$ cat config.mk
export PLATFORM = sky130hd
export DESIGN_NAME = pe_tilde_inv_flat
export DESIGN_NICKNAME = d
export VERILOG_FILES = /design/src/rtl/pe_tilde_inv_if.sv /design/src/rtl/pe_tilde_inv.sv /design/src/flat_wrapper.sv
export SDC_FILE = /design/constraint.sdc
export NUM_CORES = 1
export LEC_CHECK = 0
export CAP_MARGIN = 20
export CORE_MARGIN = 2
export CORE_UTILIZATION = 50
export CTS_CLUSTER_DIAMETER = 200
export DETAILED_ROUTE_END_ITERATION = 8
export PLACE_DENSITY = 0.7
export SKIP_CTS_REPAIR_TIMING = 1
export SLEW_MARGIN = 20
export SYNTH_ARGS = -nofsm -noshare
export SYNTH_HDL_FRONTEND = slang
export SYNTH_SLANG_ARGS = --single-unit
$ cat constraint.sdc
create_clock -name clk -period 4.53 [get_ports clk]
set_clock_uncertainty 0.1 [all_clocks]
set_input_delay 0.453 -clock clk [delete_from_list [all_inputs] [get_ports clk]]
set_output_delay 0.453 -clock clk [all_outputs]
set_load 0.02 [all_outputs]
$ cat src/rtl/pe_tilde_inv_if.sv
// Beat-level bus for the inverse tilde PE: modulus, input pair with valid/ready,
// output pair with valid/ready.
interface pe_tilde_inv_if #(
   parameter int W = 8
);
   logic [W-1:0] q;
   logic         in_valid;
   logic         in_ready;
   logic [W-1:0] data_top_i;
   logic [W-1:0] data_bot_i;
   logic         out_valid;
   logic         out_ready;
   logic [W-1:0] intt_top_o;
   logic [W-1:0] intt_bot_o;

   modport master (
      output q, in_valid, data_top_i, data_bot_i, out_ready,
      input  in_ready, out_valid, intt_top_o, intt_bot_o
   );

   modport slave (
      input  q, in_valid, data_top_i, data_bot_i, out_ready,
      output in_ready, out_valid, intt_top_o, intt_bot_o
   );
endinterface

$ cat src/rtl/pe_tilde_inv.sv
// Inverse tilde butterfly: (x, y) -> ((x+y)/2, (x-y)/2) mod q.
// Stage 1 does the modular add/sub, stage 2 the modular halving.
module pe_tilde_inv #(
   parameter int W = 8
) (
   input  logic           clk,
   input  logic           reset,
   pe_tilde_inv_if.slave  bus
);

   logic         s1_v, s2_v;
   logic         adv1, adv2;
   logic [W-1:0] s1_sum, s1_dif;
   logic [W-1:0] s2_top, s2_bot;
   logic [W-1:0] sum_n, dif_n;
   logic [W:0]   s_w, s_q, d_w;

   // Odd v is made even by adding q; the extra bit keeps the carry for q near 2^W.
   function automatic logic [W-1:0] half(input logic [W-1:0] v, input logic [W-1:0] m);
      logic [W:0] t;
      t = v[0] ? ({1'b0, v} + {1'b0, m}) : {1'b0, v};
      return t[W:1];
   endfunction

   assign adv2         = !s2_v || bus.out_ready;
   assign adv1         = !s1_v || adv2;
   assign bus.in_ready = adv1;

   always_comb begin
      s_w   = {1'b0, bus.data_top_i} + {1'b0, bus.data_bot_i};
      s_q   = s_w - {1'b0, bus.q};
      sum_n = (s_w >= {1'b0, bus.q}) ? s_q[W-1:0] : s_w[W-1:0];
      d_w   = {1'b0, bus.data_top_i} - {1'b0, bus.data_bot_i};
      // Borrow out of the W+1-bit difference means x < y; wrap by q.
      dif_n = d_w[W] ? (d_w[W-1:0] + bus.q) : d_w[W-1:0];
   end

   always_ff @(posedge clk or posedge reset) begin
      if (reset) begin
         s1_v   <= 1'b0;
         s1_sum <= '0;
         s1_dif <= '0;
      end else if (adv1) begin
         s1_v   <= bus.in_valid;
         s1_sum <= sum_n;
         s1_dif <= dif_n;
      end
   end

   always_ff @(posedge clk or posedge reset) begin
      if (reset) begin
         s2_v   <= 1'b0;
         s2_top <= '0;
         s2_bot <= '0;
      end else if (adv2) begin
         s2_v   <= s1_v;
         s2_top <= half(s1_sum, bus.q);
         s2_bot <= half(s1_dif, bus.q);
      end
   end

   assign bus.out_valid  = s2_v;
   assign bus.intt_top_o = s2_top;
   assign bus.intt_bot_o = s2_bot;

endmodule

$ cat src/flat_wrapper.sv
// flat-port wrapper written by rule: the top's interface ports become plain ports
module pe_tilde_inv_flat 
#(
   parameter int W = 8
)
  (clk, reset, bus_q, bus_in_valid, bus_data_top_i, bus_data_bot_i, bus_out_ready, bus_in_ready, bus_out_valid, bus_intt_top_o, bus_intt_bot_o);
  pe_tilde_inv_if #(.W(W)) bus_i ();
  input  logic clk;
  input  logic reset;
  input wire logic [$bits(bus_i.q)-1:0] bus_q;
  input wire logic [$bits(bus_i.in_valid)-1:0] bus_in_valid;
  input wire logic [$bits(bus_i.data_top_i)-1:0] bus_data_top_i;
  input wire logic [$bits(bus_i.data_bot_i)-1:0] bus_data_bot_i;
  input wire logic [$bits(bus_i.out_ready)-1:0] bus_out_ready;
  output wire logic [$bits(bus_i.in_ready)-1:0] bus_in_ready;
  output wire logic [$bits(bus_i.out_valid)-1:0] bus_out_valid;
  output wire logic [$bits(bus_i.intt_top_o)-1:0] bus_intt_top_o;
  output wire logic [$bits(bus_i.intt_bot_o)-1:0] bus_intt_bot_o;
  assign bus_i.q = bus_q;
  assign bus_i.in_valid = bus_in_valid;
  assign bus_i.data_top_i = bus_data_top_i;
  assign bus_i.data_bot_i = bus_data_bot_i;
  assign bus_i.out_ready = bus_out_ready;
  assign bus_in_ready = bus_i.in_ready;
  assign bus_out_valid = bus_i.out_valid;
  assign bus_intt_top_o = bus_i.intt_top_o;
  assign bus_intt_bot_o = bus_i.intt_bot_o;
  pe_tilde_inv #(.W(W)) u_core (.clk(clk), .reset(reset), .bus(bus_i));
endmodule
Word level (Yosys, flattened, before mapping)
Cells that the tools add are included.
{"block": "totals", "ff_bits": 34, "in_bits": 28, "output_inout_bits": 18}
{"block": "classes", "n_addsub": 6, "magnitude_cmp": 1, "mux": 4, "n_reduce_logical": 4}
{"op": "8-bit by 8-bit adder with 9-bit output", "n": 3}
{"op": "9-bit 2-to-1 mux", "n": 2}
{"op": "8-bit 2-to-1 mux", "n": 2}
{"op": "9-bit by 8-bit >= comparator with 1-bit output", "n": 1}
{"op": "8-bit by 8-bit subtractor with 9-bit output", "n": 1}
{"op": "8-bit adder", "n": 1}
{"op": "8-bit subtractor", "n": 1}
{"op": "1-bit logical NOT", "n": 2}
{"op": "1-bit logical OR", "n": 2}

Logic depth before layout (Yosys ltp)
Gate-level depths: netlist (run 1).
{"block": "depth", "ltp_word": 3, "ltp_mapped": 17, "depth_no_buf": 17}

Least setup slack after synthesis (run 1)
OpenSTA, ideal clock, no wires.
{"block": "synth_path", "path_kind": "input to register", "startpoint": "input port bus_data_bot_i[0]", "endpoint": "register u_core.s1_sum[0]", "arrival_time_ns": 3.346, "required_time_ns": 4.353, "path_slack_ns": 1.007, "cell_stages": 12, "path_buffers": 0, "path_cell_list": "ha_1 -> fa_1 -> a21o_1 -> a21oi_2 -> o31ai_2 -> xnor2_1 -> ha_1 -> a21oi_1 -> a21boi_2 -> a2111oi_4 -> mux2_4 -> a21oi_1"}
{"block": "synth_between", "elab_chain_len": 3, "elab_cells_between_ends": 4, "classes_between": "add/sub (2); order compare (1); mux (1)"}
{"item": "start: declaration", "line_no": "flat_wrapper.sv:13", "source": "input wire logic [$bits(bus_i.data_bot_i)-1:0] bus_data_bot_i;"}
{"item": "8-bit by 8-bit adder with 9-bit output (*)", "line_no": "pe_tilde_inv.sv:30", "source": "s_w = {1'b0, bus.data_top_i} + {1'b0, bus.data_bot_i};"}
{"item": "8-bit subtractor or 9-bit by 8-bit >= comparator with 1-bit output (tied branches)", "line_no": "pe_tilde_inv.sv:31, pe_tilde_inv.sv:32"}
{"item": "8-bit 2-to-1 mux (*)", "line_no": "pe_tilde_inv.sv:32", "source": "sum_n = (s_w >= {1'b0, bus.q}) ? s_q[W-1:0] : s_w[W-1:0];"}
{"item": "end signal: assignment", "line_no": "pe_tilde_inv.sv:45", "source": "s1_sum <= sum_n;"}
{"item": "end: declaration", "line_no": "pe_tilde_inv.sv:13", "source": "logic [W-1:0] s1_sum, s1_dif;"}
Every way passes the cells marked *; elsewhere a longest branch is shown, timed or not.
A chain may end at the register's enable or synchronous reset.

Worst setup path after layout (run 1)
{"block": "layout_path", "startpoint": "input port bus_data_bot_i[1]", "endpoint": "register u_core.s1_sum[0]"}
{"block": "layout_between", "elab_chain_len": 3}
{"item": "8-bit by 8-bit adder with 9-bit output", "line_no": "pe_tilde_inv.sv:30"}
{"item": "9-bit by 8-bit >= comparator with 1-bit output", "line_no": "pe_tilde_inv.sv:32"}
{"item": "8-bit 2-to-1 mux", "line_no": "pe_tilde_inv.sv:32"}
No other way between the ends.

==> metrics.md, run 1 <==
| Metric | Value |
|---|---|
| TritonCTS Buffers | 5 |
| Min Tclk post-route | 3920 ps |
| Post-DP HPWL | 5760 um |
| # clock sinks | 34 |
| PwrDens | 482 nW/um2 |
| Root Buffer | clkbuf_8 |
| Main synth FF type | dfrtp_1 |
| First-pass GRT wire length | 12000 um |
| Ratio of final minimum period to clock period | 86.6% |
| Dominant cells by area after synthesis | dfrtp_1 (26%), ha_1 (17%), xnor2_1 (6.4%) |
| Maxcap violations | 0 |
| Die height | 85.1 um |
| Setup_tns | 0 ps |
| Placed insts | 491 |
| Drt wl/cell | 14.1 um |
| Final antenna-violating net count | 0 |
| Worst Setup Start Kind | input pin |
| Pleak | 1.79 nW |
| Crit path arrival time | between 4000 and 5000 ps |
| Worst skew pair latency | 290 ps |
| FP Rows | 29 |
| Final setup fails | 0 |
| Drt via density | 5.50 |
| Top-count cell post-synth | ha_1 |
| Critical Path RT | around 4600 ps |
| Router iterations before antenna repair | 4 |
| Peak VDD IR | 0.320 mV |
| Initial antenna violation count | 0 |
| Synth Register Bits | 34 |
| Gr ovfl total | 0 |
| Status | finished, final reports clean |
| Ant. Diodes | 0 |
| Core Area | between 6000 and 7000 um2 |
| Crit Path Class | input pin to flip-flop |
| Synthesized Nets | between 400 and 500 |
| Setup crit end kind | flip-flop |
| Clk buf depth | 2 |
| Fillers | 565 |
| Post-synth top cells | ha_1 (45), dfrtp_1 (34), nand2_1 (33) |
| Number of port buffers | 45 |
| Final Non-Filler Cells | 498 |
| Post-synth EDFFs | 0 |
| Synthesized area per cell | 8.75 um2 |
| 1st-iter DRT viols | 57 |
| H-tree depth | 2 |
| Hold Vio Cnt, Final | 0 |
| Post-route DRC | 0 |
| IO Count | 46 |
| Area Overhead vs Synth | 18.5% |
| Routed wire length | between 7000 and 8000 um |
| Chip width | 85.1 um |
| Unrepaired setup endpoints after global routing | no |
| Final Max Tran Viols | 0 |
| Post-Syn Instances | 376 |
| Seq/Total Area, Yosys | 25.9% |
| Vias in the first global route | approximately 2700 |
| Final GP Congestion | roughly 0.83 |
| Count of cell types in the netlist | 46 |
| Detailed-route via count | approximately 2700 |
| Critical path peak fanout | 8 |
| CTS tree | done |
| Post-synth top area cell | dfrtp_1 |
| Final Util | about three fifths |
| Fmax | 255 MHz |
| Nets | 500 |
| Reg clk slew, reported paths | roughly 70 ps |
| Rel. slew slack | 55.7% |
| Ratio of cells with drive above 1 in the final layout | ~5% |
| Worst slew pin tran | ~670 ps |
| Worst Hold Class | flip-flop to flip-flop |
| Yosys top cell area share | 25.9% |
| Die Footprint | 7240 um2 |
| Initial Utilization | 51.8% |
| Syn. warnings | 0 |
| Hold_ws | 347 ps |
| Largest net degree at the start of global routing | 35 |
| Total Routing Usage GR | approximately a fifth |
| Post-Syn Area | 3290 um2 |
| Asr flop ratio synth | 100% |
==> metal layers <==
| metal | track usage, % | part of all wire (%) |
|---|---|---|
| met5 | 0 | 0 |
| met1 | 25.1 | 45 |
| met4 | 5.77 | 1.5 |
| met3 | 3.11 | 3.5 |
| met2 | 36.8 | 50 |
==> worst paths after layout <==
kind,startpoint,cells past startpoint,slack (ps),to
max in group asynchronous,reset,3,3560,u_core.s1_dif[3]
worst min register to register,u_core.s1_v,1,350,u_core.bus.out_valid
worst max register to register,u_core.s1_dif[0],9,2160,u_core.bus.intt_bot_o[7]
worst max-delay path,bus_data_bot_i[1],16,610,u_core.s1_sum[0]
min in group asynchronous,reset,3,460,u_core.bus.intt_top_o[4]
worst min-delay path,u_core.s1_v,1,350,u_core.bus.out_valid
==> through the flow <==
step                      total power, W  cell area [um2]  worst slack [ps]
final                            0.00188             3900               607
after global routing             0.00205             3900               414
after CTS                        0.00189             3900               627
after detailed placement         0.00168             3820               329
after global placement           0.00164             3820               445
after floorplan                  0.00134             3290              1010
==> kinds of logic after synthesis <==
group                    synth area share, %
multiplexers                            6.54
AO/OA/AOI/OAI                           20.5
AND/OR/NAND/NOR                         12.3
flip-flops                              25.9
adder cells (fa/ha/maj)                 20.8
XOR/XNOR                                9.05
buffers and inverters                   4.91
==> critical path, cell delays in order <==
cell             delay [ps]
clkdlybuf4s50_1         530
inv_1                   100
ha_1                    310
nand2b_1                150
a21oi_1                 220
o31a_1                  180
nor2_1                   60
xnor2_1                 210
ha_1                    340
a21o_1                  200
a21oi_1                 210
a21boi_2                110
a2111oi_4               270
buf_4                   230
mux2_4                  310
a21oi_1                 160
==> cells in the final DEF, fill, tap and decap left out, types with 3 or more instances in the layout <==
master           instances
ha_1                    45
fa_1                     6
a21o_1                   8
o21ai_1                  7
xnor2_1                 24
o21bai_1                 4
nor2_1                  24
clkbuf_8                 5
nand3_1                  6
o31a_1                   3
o21ai_0                 28
nand2_1                 33
inv_1                   29
dfrtp_1                 34
and3_1                   3
mux2i_1                 20
a21oi_1                 32
clkdlybuf4s50_1         45
nor3_1                   3
nand2b_1                 7
nor2b_1                  7
buf_4                    4
xor2_1                  10
==> sequential cells by signal, indices dropped and copies added (netlist names) <==
| signal | count |
|---|---|
| u_core.bus.intt_top_o | 8 |
| u_core.s1_dif | 8 |
| u_core.s1_sum | 8 |
| u_core.bus.out_valid | 1 |
| u_core.bus.intt_bot_o | 8 |
| u_core.s1_v | 1 |
==> report_power, final <==
| group | total, W | internal [W] | switching [W] | leakage, nW |
|---|---|---|---|---|
| combinational | 0.00112 | 0.000555 | 0.000568 | 1.35 |
| sequential | 0.000547 | 0.000437 | 0.000110 | 0.402 |
| clock | 0.000208 | 0.000106 | 0.000103 | 0.0383 |
==> cell type report <==
type / count / area (um2) / area share, %
Clock buffer: 7 / 76.3 / 1.96
Sequential cell: 34 / 851 / 21.8
Inverter: 31 / 116 / 2.99
Tap cell: 77 / 96.3 / 2.47
Timing Repair Buffer: 49 / 480 / 12.3
Multi-Input combinational cell: 300 / 2280 / 58.4
Note: power is estimated with default switching activity, not from simulation.
==> inputs of run 2 (changes only) <==
--- a/config.mk
+++ b/config.mk
@@ -9,8 +9,10 @@
 export CORE_MARGIN = 2
 export CORE_UTILIZATION = 50
 export CTS_CLUSTER_DIAMETER = 200
+export CTS_CLUSTER_SIZE = 12
 export DETAILED_ROUTE_END_ITERATION = 8
 export PLACE_DENSITY = 0.7
+export REMOVE_ABC_BUFFERS = 1
 export SKIP_CTS_REPAIR_TIMING = 1
 export SLEW_MARGIN = 20
 export SYNTH_ARGS = -nofsm -noshare
==> run 2 against run 1 <==
  * Critical path type unchanged
  * Critical endpoint unchanged
  * Setup slack improved by 67 ps
  * Highest routed layer unchanged
  * Via count rose by 0.26%
  * First-iteration DRC count rose by 82%
  * Hold slack improved by 16 ps
  * Power rose by 0.87%
  * Sequential power rose by 0.7%
  * Final cell count did not move
  * Combinational power barely moved
  * Count of clock-buffer cells in the layout did not move
  * Global-route usage rose by 0.46 points
==> metrics.md, run 2 (synthesized netlist as in run 1, its figures left out) <==
| Metric | Value |
|---|---|
| CTS tree | done |
| Routed wire length | 7160 um |
| TritonCTS Buffers | 5 |
| R2r endpoint | u_core.bus.intt_bot_o[7] |
| Reg clk slew, reported paths | 70 ps |
| Final Util | 61.4% |
| First-pass GRT wire length | roughly 12000 um |
| Critical Path RT | 4650 ps |
| Min Tclk post-route | 3860 ps |
| Pleak | about 1.8 nW |
| Critical path peak fanout | 8 |
| Unrepaired setup endpoints after global routing | no |
| H-tree depth | 2 |
| # clock sinks | 34 |
| CP startpoint | bus_data_bot_i[1] |
| Met2 Track Usage GR | ~38% |
| 1st-iter DRT viols | 104 |
| Gr ovfl total | 0 |
| Busiest grt layer | met2 |
| Final Non-Filler Cells | 498 |
| Worst skew pair latency | 290 ps |
| Root Buffer | clkbuf_8 |
| Final setup fails | 0 |
| Global routing usage on met1 | 25.6% |
| Worst Hold Class | flip-flop to flip-flop |
| Number of port buffers | 45 |
| Worst Setup Start Kind | input pin |
| Rel. slew slack | 53.2% |
| Peak VDD IR | 0.353 mV |
| Initial Utilization | 51.8% |
| Area Overhead vs Synth | 18.5% |
| Ratio of cells with drive above 1 in the final layout | 4.99% |
| Setup crit end kind | flip-flop |
| Die height | 85.1 um |
| Status | finished, final reports clean |
| Router iterations before antenna repair | 5 |
| PwrDens | roughly 490 nW/um2 |
| Final Power | 0.00190 W |
| Post-DP HPWL | 5780 um |
| FP Rows | 29 |
| Reg2reg start | u_core.s1_dif[0] |
| Hold Vio Cnt, Final | 0 |
| Largest net degree at the start of global routing | 35 |
| Total Routing Usage GR | between 20% and 30% |
| Crit path arrival time | 3980 ps |
| Die Footprint | just over 7000 um2 |
| Hold_ws | 363 ps |
| Drt wl/cell | approximately 14 um |
| Placed insts | 491 |
| Min-delay src | u_core.s1_v |
| Crit Path Class | input pin to flip-flop |
| Chip width | 85.1 um |
| Crit path to | u_core.s1_sum[0] |
| R2R cell count | 9 |
| GR met3 Demand/Resource | 2.92% |
| Most frequent cells in the layout | ha_1 (45), clkdlybuf4s50_1 (45), dfrtp_1 (34) |
| Vias in the first global route | 2698 |
| Clk buf depth | 2 |
| Core Area | 6350 um2 |
| Maxcap violations | 0 |
| Worst reg-to-reg setup slack | 2190 ps |
| Ant. Diodes | 0 |
| IO Count | 46 |
| Initial antenna violation count | 0 |
| Final GP Congestion | 0.788 |
| Drt via density | around 5.5 |
| Final Max Tran Viols | 0 |
| Nets | 500 |
| Worst slew pin tran | roughly 700 ps |
| Fmax | 259 MHz |
| Setup_tns | 0 ps |
| Final antenna-violating net count | 0 |
| Detailed-route via count | 2745 |
| Ratio of final minimum period to clock period | 85.1% |
| Post-route DRC | 0 |
run 2: cell counts in the layout (fill, tap and decap cells not counted):
Identical to the previous run, type by type.
run 2: where the power goes:
group	switching [W]	internal, W
Combinational	0.000574	0.000556
Clock	0.000109	0.000106
Sequential	0.000114	0.000436
run 2: area by class of cell:
type                            instances  area, um2
Multi-Input combinational cell        300       2280
Clock buffer                            7       76.3
Tap cell                               77       96.3
Inverter                               31        116
Sequential cell                        34        851
Timing Repair Buffer                   49        480
Fill cell                             576       2450
run 2: stage by stage:
stage	worst slack (ps)	cell area [um2]
6_report	673	3900
3_3_place_gp	449	3820
2_1_floorplan	1010	3240
5_1_grt	534	3900
4_1_cts	681	3900
3_5_place_dp	376	3820
run 2: worst max-delay path: stages:
cell	delay, ps
clkdlybuf4s50_1	530
inv_1	100
ha_1	300
nand2b_1	140
a21oi_1	200
o31a_1	190
nor2_1	70
xnor2_1	190
ha_1	330
a21o_1	200
a21oi_1	210
a21boi_2	110
a2111oi_4	270
buf_4	230
mux2_4	310
a21oi_1	130
run 2: how the worst min path moves through the flow:
stage | end | depth (start not counted)
detailed placement | u_core.bus.out_valid | 1
floorplan | u_core.bus.out_valid | 1
finish | u_core.bus.out_valid | 1
global placement | u_core.bus.out_valid | 1
CTS | u_core.bus.out_valid | 1
global route | u_core.bus.out_valid | 1
run 2: layer usage:
metal | vias to the layer above | routed length (um)
met5 | - | 0
met4 | 0 | 94
met3 | 8 | 182
met2 | 42 | 3510
met1 | 1304 | 3380
li1 | 1391 | -
